`config.mk`:
```
export PLATFORM = sky130hd
export DESIGN_NAME = dram_word_assembler
export DESIGN_NICKNAME = d
export VERILOG_FILES = /design/src/rtl/dram_word_assembler_pkg.sv /design/src/rtl/dram_word_assembler_packer.sv /design/src/rtl/dram_word_assembler.sv
export SDC_FILE = /design/constraint.sdc
export NUM_CORES = 1
export LEC_CHECK = 0
export CAP_MARGIN = 15
export CORE_UTILIZATION = 50
export CTS_BUF_LIST = sky130_fd_sc_hd__clkbuf_8
export DETAILED_ROUTE_END_ITERATION = 8
export HOLD_SLACK_MARGIN = 0.08
export PLACE_DENSITY_LB_ADDON = 0.2
export SKIP_CTS_REPAIR_TIMING = 1
export SYNTH_ARGS = -nofsm -noshare
export SYNTH_HDL_FRONTEND = slang
export SYNTH_SLANG_ARGS = --single-unit
```
`constraint.sdc`:
```
create_clock -name clk_i -period 3.5 [get_ports clk_i]
set_clock_uncertainty 0.15 [all_clocks]
set_input_delay 0.35 -clock clk_i [delete_from_list [all_inputs] [get_ports clk_i]]
set_output_delay 0.35 -clock clk_i [all_outputs]
set_load 0.01 [all_outputs]
```
`src/rtl/dram_word_assembler_pkg.sv`:
```
// Shared encodings and sizing helpers for the DRAM word assembler.
// Holds the target-select and FSM state encodings plus constant functions
// that derive each target's word width and beats-per-word.
package dram_word_assembler_pkg;

  // Target-select encoding, also the bit index into the one-hot write strobe.
  typedef enum logic [1:0] {
    TGT_PARAM  = 2'd0,
    TGT_WEIGHT = 2'd1,
    TGT_SIGNAL = 2'd2,
    TGT_INPUT  = 2'd3
  } target_e;

  typedef enum logic [1:0] {
    ST_IDLE    = 2'd0,
    ST_COLLECT = 2'd1,
    ST_WRITE   = 2'd2,
    ST_DONE    = 2'd3
  } state_e;

  function automatic int unsigned ceil_div(input int unsigned num,
                                           input int unsigned den);
    return (num + den - 1) / den;
  endfunction

  // Full-word width of each on-chip target.
  function automatic int unsigned target_width(input target_e     tgt,
                                               input int unsigned input_w,
                                               input int unsigned weight_w,
                                               input int unsigned signal_w,
                                               input int unsigned param_w);
    int unsigned w;
    w = param_w;
    case (tgt)
      TGT_PARAM:  w = param_w;
      TGT_WEIGHT: w = weight_w;
      TGT_SIGNAL: w = signal_w;
      TGT_INPUT:  w = input_w;
      default:    w = param_w;
    endcase
    return w;
  endfunction

  // Number of DRAM beats needed to fill one word of the given width.
  function automatic int unsigned beats_for(input int unsigned width,
                                            input int unsigned beat_w);
    return ceil_div(width, beat_w);
  endfunction

endpackage

```
`src/rtl/dram_word_assembler_packer.sv`:
```
// word_shift_packer: drops each accepted DRAM beat into its slot of the
// assembled word, masks off bits beyond the target width and clears the
// word between transfers or after it has been written.
module word_shift_packer #(
  parameter int unsigned DATA_WIDTH = 32,
  parameter int unsigned PACK_WIDTH = 128,
  parameter int unsigned MAX_BEATS  = 4,
  parameter int unsigned CNT_WIDTH  = 3
) (
  input  logic                  clk,
  input  logic                  rst_n,
  input  logic                  clear,
  input  logic                  load,
  input  logic [CNT_WIDTH-1:0]  slot,
  input  logic [DATA_WIDTH-1:0] beat_data,
  input  logic [PACK_WIDTH-1:0] mask,
  output logic [PACK_WIDTH-1:0] pack
);

  localparam int unsigned EXT_WIDTH = MAX_BEATS * DATA_WIDTH;

  logic [PACK_WIDTH-1:0] pack_q;
  logic [EXT_WIDTH-1:0]  inserted;

  // Current word with the incoming beat written into its slot.
  always_comb begin
    // NOTE: every always_comb output gets a default first so no path leaves it unassigned and infers a latch.
    inserted                   = '0;
    inserted[PACK_WIDTH-1:0]   = pack_q;
    inserted[slot*DATA_WIDTH +: DATA_WIDTH] = beat_data;
  end

  // Word register: clear wins over load so a flushed beat is discarded.
  always_ff @(posedge clk or negedge rst_n) begin
    // NOTE: this is a single small register, not a memory array, so it is reset to give a clean all-zero output.
    if (!rst_n) begin
      pack_q <= '0;
    end else if (clear) begin
      // NOTE: sequential state uses non-blocking assignments so every flop samples pre-edge values.
      pack_q <= '0;
    end else if (load) begin
      pack_q <= inserted[PACK_WIDTH-1:0] & mask;
    end
  end

  assign pack = pack_q;

endmodule

```
`src/rtl/dram_word_assembler.sv`:
```
// dram_word_assembler: gathers DRAM read beats into full-width words for the
// selected on-chip target, strobes that target's write enable and address,
// and pulses bram_ready_o when the requested word count has been written.
// Build option DRAM_ASSEMBLER_MSB_FIRST_EN: first beat lands in the most
// significant slot of the target-width field instead of the LSBs.
module dram_word_assembler
  import dram_word_assembler_pkg::*;
#(
  parameter int unsigned DATA_IN_DRAM_WIDTH = 32,
  parameter int unsigned N_ROWS_ARRAY       = 16,
  parameter int unsigned I_WIDTH            = 8,
  parameter int unsigned F_WIDTH            = 8,
  parameter int unsigned ROM_SIG_WIDTH      = 100,
  parameter int unsigned PARAMETERS_WIDTH   = 50,
  parameter int unsigned WR_ADDR_WIDTH      = 16,
  parameter int unsigned PACK_WIDTH         = 128
) (
  input  logic                          clk_i,
  input  logic                          general_rst_n_i,
  input  logic                          start_i,
  input  logic [1:0]                    target_sel_i,
  input  logic [WR_ADDR_WIDTH-1:0]      n_words_i,
  input  logic                          flush_i,
  input  logic [DATA_IN_DRAM_WIDTH-1:0] dram_data_i,
  input  logic                          dram_valid_i,
  output logic                          dram_ready_o,
  output logic [PACK_WIDTH-1:0]         pack_data_o,
  output logic [3:0]                    wr_en_o,
  output logic [WR_ADDR_WIDTH-1:0]      wr_addr_o,
  output logic                          busy_o,
  output logic                          bram_ready_o
);

  localparam int unsigned W_INPUT  = I_WIDTH * N_ROWS_ARRAY;
  localparam int unsigned W_WEIGHT = F_WIDTH * N_ROWS_ARRAY;

  localparam int unsigned W_PARAM_T  = target_width(TGT_PARAM,  W_INPUT, W_WEIGHT, ROM_SIG_WIDTH, PARAMETERS_WIDTH);
  localparam int unsigned W_WEIGHT_T = target_width(TGT_WEIGHT, W_INPUT, W_WEIGHT, ROM_SIG_WIDTH, PARAMETERS_WIDTH);
  localparam int unsigned W_SIGNAL_T = target_width(TGT_SIGNAL, W_INPUT, W_WEIGHT, ROM_SIG_WIDTH, PARAMETERS_WIDTH);
  localparam int unsigned W_INPUT_T  = target_width(TGT_INPUT,  W_INPUT, W_WEIGHT, ROM_SIG_WIDTH, PARAMETERS_WIDTH);

  localparam int unsigned MAX_BEATS = ceil_div(PACK_WIDTH, DATA_IN_DRAM_WIDTH);
  localparam int unsigned CNT_W     = $clog2(MAX_BEATS + 1);

  localparam logic [CNT_W-1:0] BEATS_PARAM  = CNT_W'(beats_for(W_PARAM_T,  DATA_IN_DRAM_WIDTH));
  localparam logic [CNT_W-1:0] BEATS_WEIGHT = CNT_W'(beats_for(W_WEIGHT_T, DATA_IN_DRAM_WIDTH));
  localparam logic [CNT_W-1:0] BEATS_SIGNAL = CNT_W'(beats_for(W_SIGNAL_T, DATA_IN_DRAM_WIDTH));
  localparam logic [CNT_W-1:0] BEATS_INPUT  = CNT_W'(beats_for(W_INPUT_T,  DATA_IN_DRAM_WIDTH));

  localparam logic [PACK_WIDTH-1:0] MASK_PARAM  = {PACK_WIDTH{1'b1}} >> (PACK_WIDTH - W_PARAM_T);
  localparam logic [PACK_WIDTH-1:0] MASK_WEIGHT = {PACK_WIDTH{1'b1}} >> (PACK_WIDTH - W_WEIGHT_T);
  localparam logic [PACK_WIDTH-1:0] MASK_SIGNAL = {PACK_WIDTH{1'b1}} >> (PACK_WIDTH - W_SIGNAL_T);
  localparam logic [PACK_WIDTH-1:0] MASK_INPUT  = {PACK_WIDTH{1'b1}} >> (PACK_WIDTH - W_INPUT_T);

  localparam logic [WR_ADDR_WIDTH-1:0] ADDR_MAX = {WR_ADDR_WIDTH{1'b1}};

  state_e                   state_q, state_d;
  target_e                  target_q;
  logic [WR_ADDR_WIDTH-1:0] n_words_q;
  logic [WR_ADDR_WIDTH-1:0] addr_q;
  logic [CNT_W-1:0]         beat_q;
  logic [CNT_W-1:0]         beats_cur;
  logic [PACK_WIDTH-1:0]    mask_cur;
  logic [CNT_W-1:0]         slot;
  logic                     accept;
  logic                     last_beat;
  logic                     word_last;
  logic                     pack_clear;

  // Beats-per-word and width mask of the latched target.
  always_comb begin
    beats_cur = BEATS_PARAM;
    mask_cur  = MASK_PARAM;
    case (target_q)
      TGT_PARAM:  begin beats_cur = BEATS_PARAM;  mask_cur = MASK_PARAM;  end
      TGT_WEIGHT: begin beats_cur = BEATS_WEIGHT; mask_cur = MASK_WEIGHT; end
      TGT_SIGNAL: begin beats_cur = BEATS_SIGNAL; mask_cur = MASK_SIGNAL; end
      TGT_INPUT:  begin beats_cur = BEATS_INPUT;  mask_cur = MASK_INPUT;  end
      default:    begin beats_cur = BEATS_PARAM;  mask_cur = MASK_PARAM;  end
    endcase
  end

  assign accept     = (state_q == ST_COLLECT) && dram_valid_i;
  assign last_beat  = (beat_q == beats_cur - CNT_W'(1));
  // The address counter restarts at zero each transfer, so it doubles as the word index.
  assign word_last  = (addr_q == n_words_q - WR_ADDR_WIDTH'(1)) || (addr_q == ADDR_MAX);
  assign pack_clear = flush_i || (state_q == ST_WRITE) || ((state_q == ST_IDLE) && start_i);

`ifdef DRAM_ASSEMBLER_MSB_FIRST_EN
  assign slot = beats_cur - CNT_W'(1) - beat_q;
`else
  assign slot = beat_q;
`endif

  word_shift_packer #(
    .DATA_WIDTH (DATA_IN_DRAM_WIDTH),
    .PACK_WIDTH (PACK_WIDTH),
    .MAX_BEATS  (MAX_BEATS),
    .CNT_WIDTH  (CNT_W)
  ) u_packer (
    .clk       (clk_i),
    .rst_n     (general_rst_n_i),
    .clear     (pack_clear),
    .load      (accept),
    .slot      (slot),
    .beat_data (dram_data_i),
    .mask      (mask_cur),
    .pack      (pack_data_o)
  );

  // FSM state register.
  always_ff @(posedge clk_i or negedge general_rst_n_i) begin
    if (!general_rst_n_i) state_q <= ST_IDLE;
    else                  state_q <= state_d;
  end

  // Next state and control outputs; flush overrides any strobe and forces IDLE.
  always_comb begin
    state_d      = state_q;
    dram_ready_o = 1'b0;
    wr_en_o      = 4'b0000;
    bram_ready_o = 1'b0;
    busy_o       = 1'b1;
    case (state_q)
      ST_IDLE: begin
        busy_o = 1'b0;
        if (start_i) state_d = (n_words_i == '0) ? ST_DONE : ST_COLLECT;
      end
      ST_COLLECT: begin
        dram_ready_o = 1'b1;
        if (accept && last_beat) state_d = ST_WRITE;
      end
      ST_WRITE: begin
        wr_en_o = 4'b0001 << target_q;
        state_d = word_last ? ST_DONE : ST_COLLECT;
      end
      ST_DONE: begin
        bram_ready_o = 1'b1;
        state_d      = ST_IDLE;
      end
      default: state_d = ST_IDLE;
    endcase
    if (flush_i) begin
      state_d      = ST_IDLE;
      wr_en_o      = 4'b0000;
      bram_ready_o = 1'b0;
    end
  end

  // Transfer context: latched target/count, beat counter and saturating address.
  always_ff @(posedge clk_i or negedge general_rst_n_i) begin
    if (!general_rst_n_i) begin
      target_q  <= TGT_PARAM;
      n_words_q <= '0;
      addr_q    <= '0;
      beat_q    <= '0;
    end else if (flush_i) begin
      beat_q <= '0;
    end else begin
      case (state_q)
        ST_IDLE: begin
          if (start_i) begin
            target_q  <= target_e'(target_sel_i);
            n_words_q <= n_words_i;
            addr_q    <= '0;
            beat_q    <= '0;
          end
        end
        ST_COLLECT: begin
          if (accept) beat_q <= beat_q + CNT_W'(1);
        end
        ST_WRITE: begin
          beat_q <= '0;
          if (addr_q != ADDR_MAX) addr_q <= addr_q + WR_ADDR_WIDTH'(1);
        end
        default: ;
      endcase
    end
  end

  assign wr_addr_o = addr_q;

endmodule

```
==> qor.yml <==
run_status:
  status: "finished, violations left"
  violations: "DRC"
synthesis:
  async_reset_ff_share_pct: 100
  synth_edf_count: 0
  post_synth.cell_area_avg_sq_um: 9.79
  synth-seq-area-share_pct: 55.3
  netlist_instances: 772
  synth_flop_cell: "dfrtp_1"
  syn_nets: 834
  mappedNetlistArea_sq_um: 7560
  synth_cell_types: 55
  yosysWarningCount: 0
  ys_seq_elements: 167
power_and_ir_drop:
  p_int_mw: 2.98
  power.leakage_nw: 4.05
  switching_share_pct: 32.4
  p_switching_mw: 1.43
  powerDensity_nw_per_um2: 434
  seqPwrFrac_pct: 50.7
  total_power_mw: 4.41
  combPwrFrac_pct: 20.4
  p_clk_share_pct: 28.9
  ir_drop_mv: 0.387
setup_path:
  path_cells: "clkdlybuf4s50_1 -> nor3b_1 -> nor3b_1 -> clkdlybuf4s50_1"
  worst_path_largest_cell_delay_ns: 0.66
  cp_slowest_cell: "nor3b_1"
  crit_end: "wr_en_o[0]"
  critPathArrivalTime_ns: 2.48
  critical_path_buf_inv_count: 2
  end_kind: "output pin"
  start_kind: "primary input"
  r2r_end: "u_packer.pack[96]"
  cp_top_family: "buffers and inverters"
  path_max_fanout: 12
  r2r-start: "state_q[1]"
  r2r_cells: 7
  reg2reg_slack_ns: 0.83
  worstPathRequired_ns: 3.00
  crit_cells: 4
  worst-setup-path-type: "primary input to output pin"
  crit_path_start: "flush_i"
timing:
  period_share_pct: 85.1
  holdWs_ns: 0.324
  period_needed_ns: 2.98
  setup_violations: 0
  rsz0062_at_grt: "no"
  tightest_slew_ns: 0.828
  slew_headroom_pct: 44.8
  fmax_mhz: 336
  setup_tns_ns: 0
  setup_slack_ns: 0.523
  hold_violations: 0
  slew_viol_final: 0
clock_tree:
  cts_tree: "built"
  clock_sinks: 167
  h-tree-depth: 4
  clock_path_buffers: 2
  clk_pin_slew_ns: 0.08
  clock_latency_ns: 0.47
  numCtsBuffers: 17
  clock-root-buffer: "clkbuf_8"
place:
  dp_slack_ns: 0.548
  placed_area_sq_um: 9790
  dp_hpwl_mm: 14.7
  post-place-cells: 1124
  place.gp.congestion: 0.834
  port_buffers: 205
drt:
  viasPerCell: 5.65
  drc: 34
  wl_per_cell_um: 18.0
  routed_wirelength_mm: 20.9
  drt_iter0_markers: 523
  first_pass_iters: 8
  vias: 6546
  antenna_left: 0
floorplan:
  ios: 206
  fp.dieH_um: 125
  core.rowCount: 44
  coreArea_sq_um: 14600
  fp.dieW_um: 125
  start_util_pct: 51.6
  fp.dieArea_sq_um: 15600
finish:
  n_antenna_cell: 0
  layout-drive-gt1-share_pct: 7.70
  layout_commonest_cell: "clkdlybuf4s50_1"
  syn_to_final_growth_pct: 34.5
  finalNonFillerCells: 1158
  final_cell_area_sq_um: 10200
  final_cell_mix: "204 x clkdlybuf4s50_1, 167 x dfrtp_1, 149 x nand2_1, 102 x a21oi_1, 76 x nand3_1"
  nets: 1023
  final_core_util_pct: 69.4
global_route:
  grt_pass1_wl_mm: 33.8
  antenna_found_initial: 0
  grt_pass1_vias: 6225
  grt_max_degree: 86
  overflow: 0
  grt_util_all_layers_pct: 27.8
flow_run:
  maxCapViolCount: 0
worst_hold_path:
  hold_class: "primary input to register"
## final cells by class
type                            instances  area [sq um]
Clock buffer                           19           262
Sequential cell                       167          4180
Tap cell                              184           230
Timing Repair Buffer                  225          2220
Clock inverter                         13          97.6
Fill cell                            1155          4480
Inverter                                8          30.0
Multi-Input combinational cell        542          3150
## registers in the layout, summed over array words and instances (netlist names)
signal	count
u_packer.pack	128
n_words_q	16
wr_addr_o	16
beat_q	3
state_q	2
target_q	2
## logic make-up (layout without fill, tap and decap cells)
family	count (synthesis)	count (layout)	share of synthesized area, %
and+or+nand+nor	322	322	20.6
muxes	18	18	2.65
buffers and inverters	63	265	3.36
xor gates and xnor gates	36	36	4.17
adders and majority gates	7	7	1.16
DFF	167	167	55.3
AOI/OAI and AO/OA	159	159	12.8
## worst min path at each step
stage,startpoint,end,slack (ns),depth (start not counted)
after floorplan,general_rst_n_i,beat_q[0],-0.1,0
after global placement,general_rst_n_i,u_packer.pack[7],0.31,1
after detailed placement,general_rst_n_i,u_packer.pack[7],0.31,1
after CTS,general_rst_n_i,u_packer.pack[7],-0.21,1
after global routing,target_sel_i[1],target_q[1],0.33,2
final,target_sel_i[0],target_q[0],0.32,2
## power by group through the flow
stage | clock network (mW) | logic, mW | registers, mW
floorplan | 0 | 0.601 | 2.20
global placement | 0 | 0.892 | 2.26
detailed placement | 0 | 0.899 | 2.27
CTS | 1.30 | 0.903 | 2.23
global route | 1.39 | 0.995 | 2.26
finish | 1.27 | 0.902 | 2.23
## layer usage
metal | routed length, um | vias to the layer above | GRT usage, %
met3 | 1290 | 31 | 5.73
met1 | 9190 | 3227 | 38.5
met2 | 10000 | 222 | 44.3
met4 | 352 | 0 | 8.90
li1 | - | 3066 | -
met5 | 0 | - | 0
## cell usage after synthesis (all sizes together), types with 6 or more instances
library cell  number  share of area [%]
a21oi            103                6.9
inv                8               0.40
clkbuf            49                2.4
dfrtp            167                 55
nor2              32                1.6
nand3             77                5.3
nor3               8               0.60
o21ai             10               0.66
a22o              32                3.7
ha                 7                1.2
nor3b              7               0.83
xor2              12                1.4
xnor2             24                2.8
mux2              16                2.4
nor4              11                1.3
nand2            149                7.4
buf                6               0.53
nand4              9               0.74
Note: power is estimated with default switching activity, not from simulation.
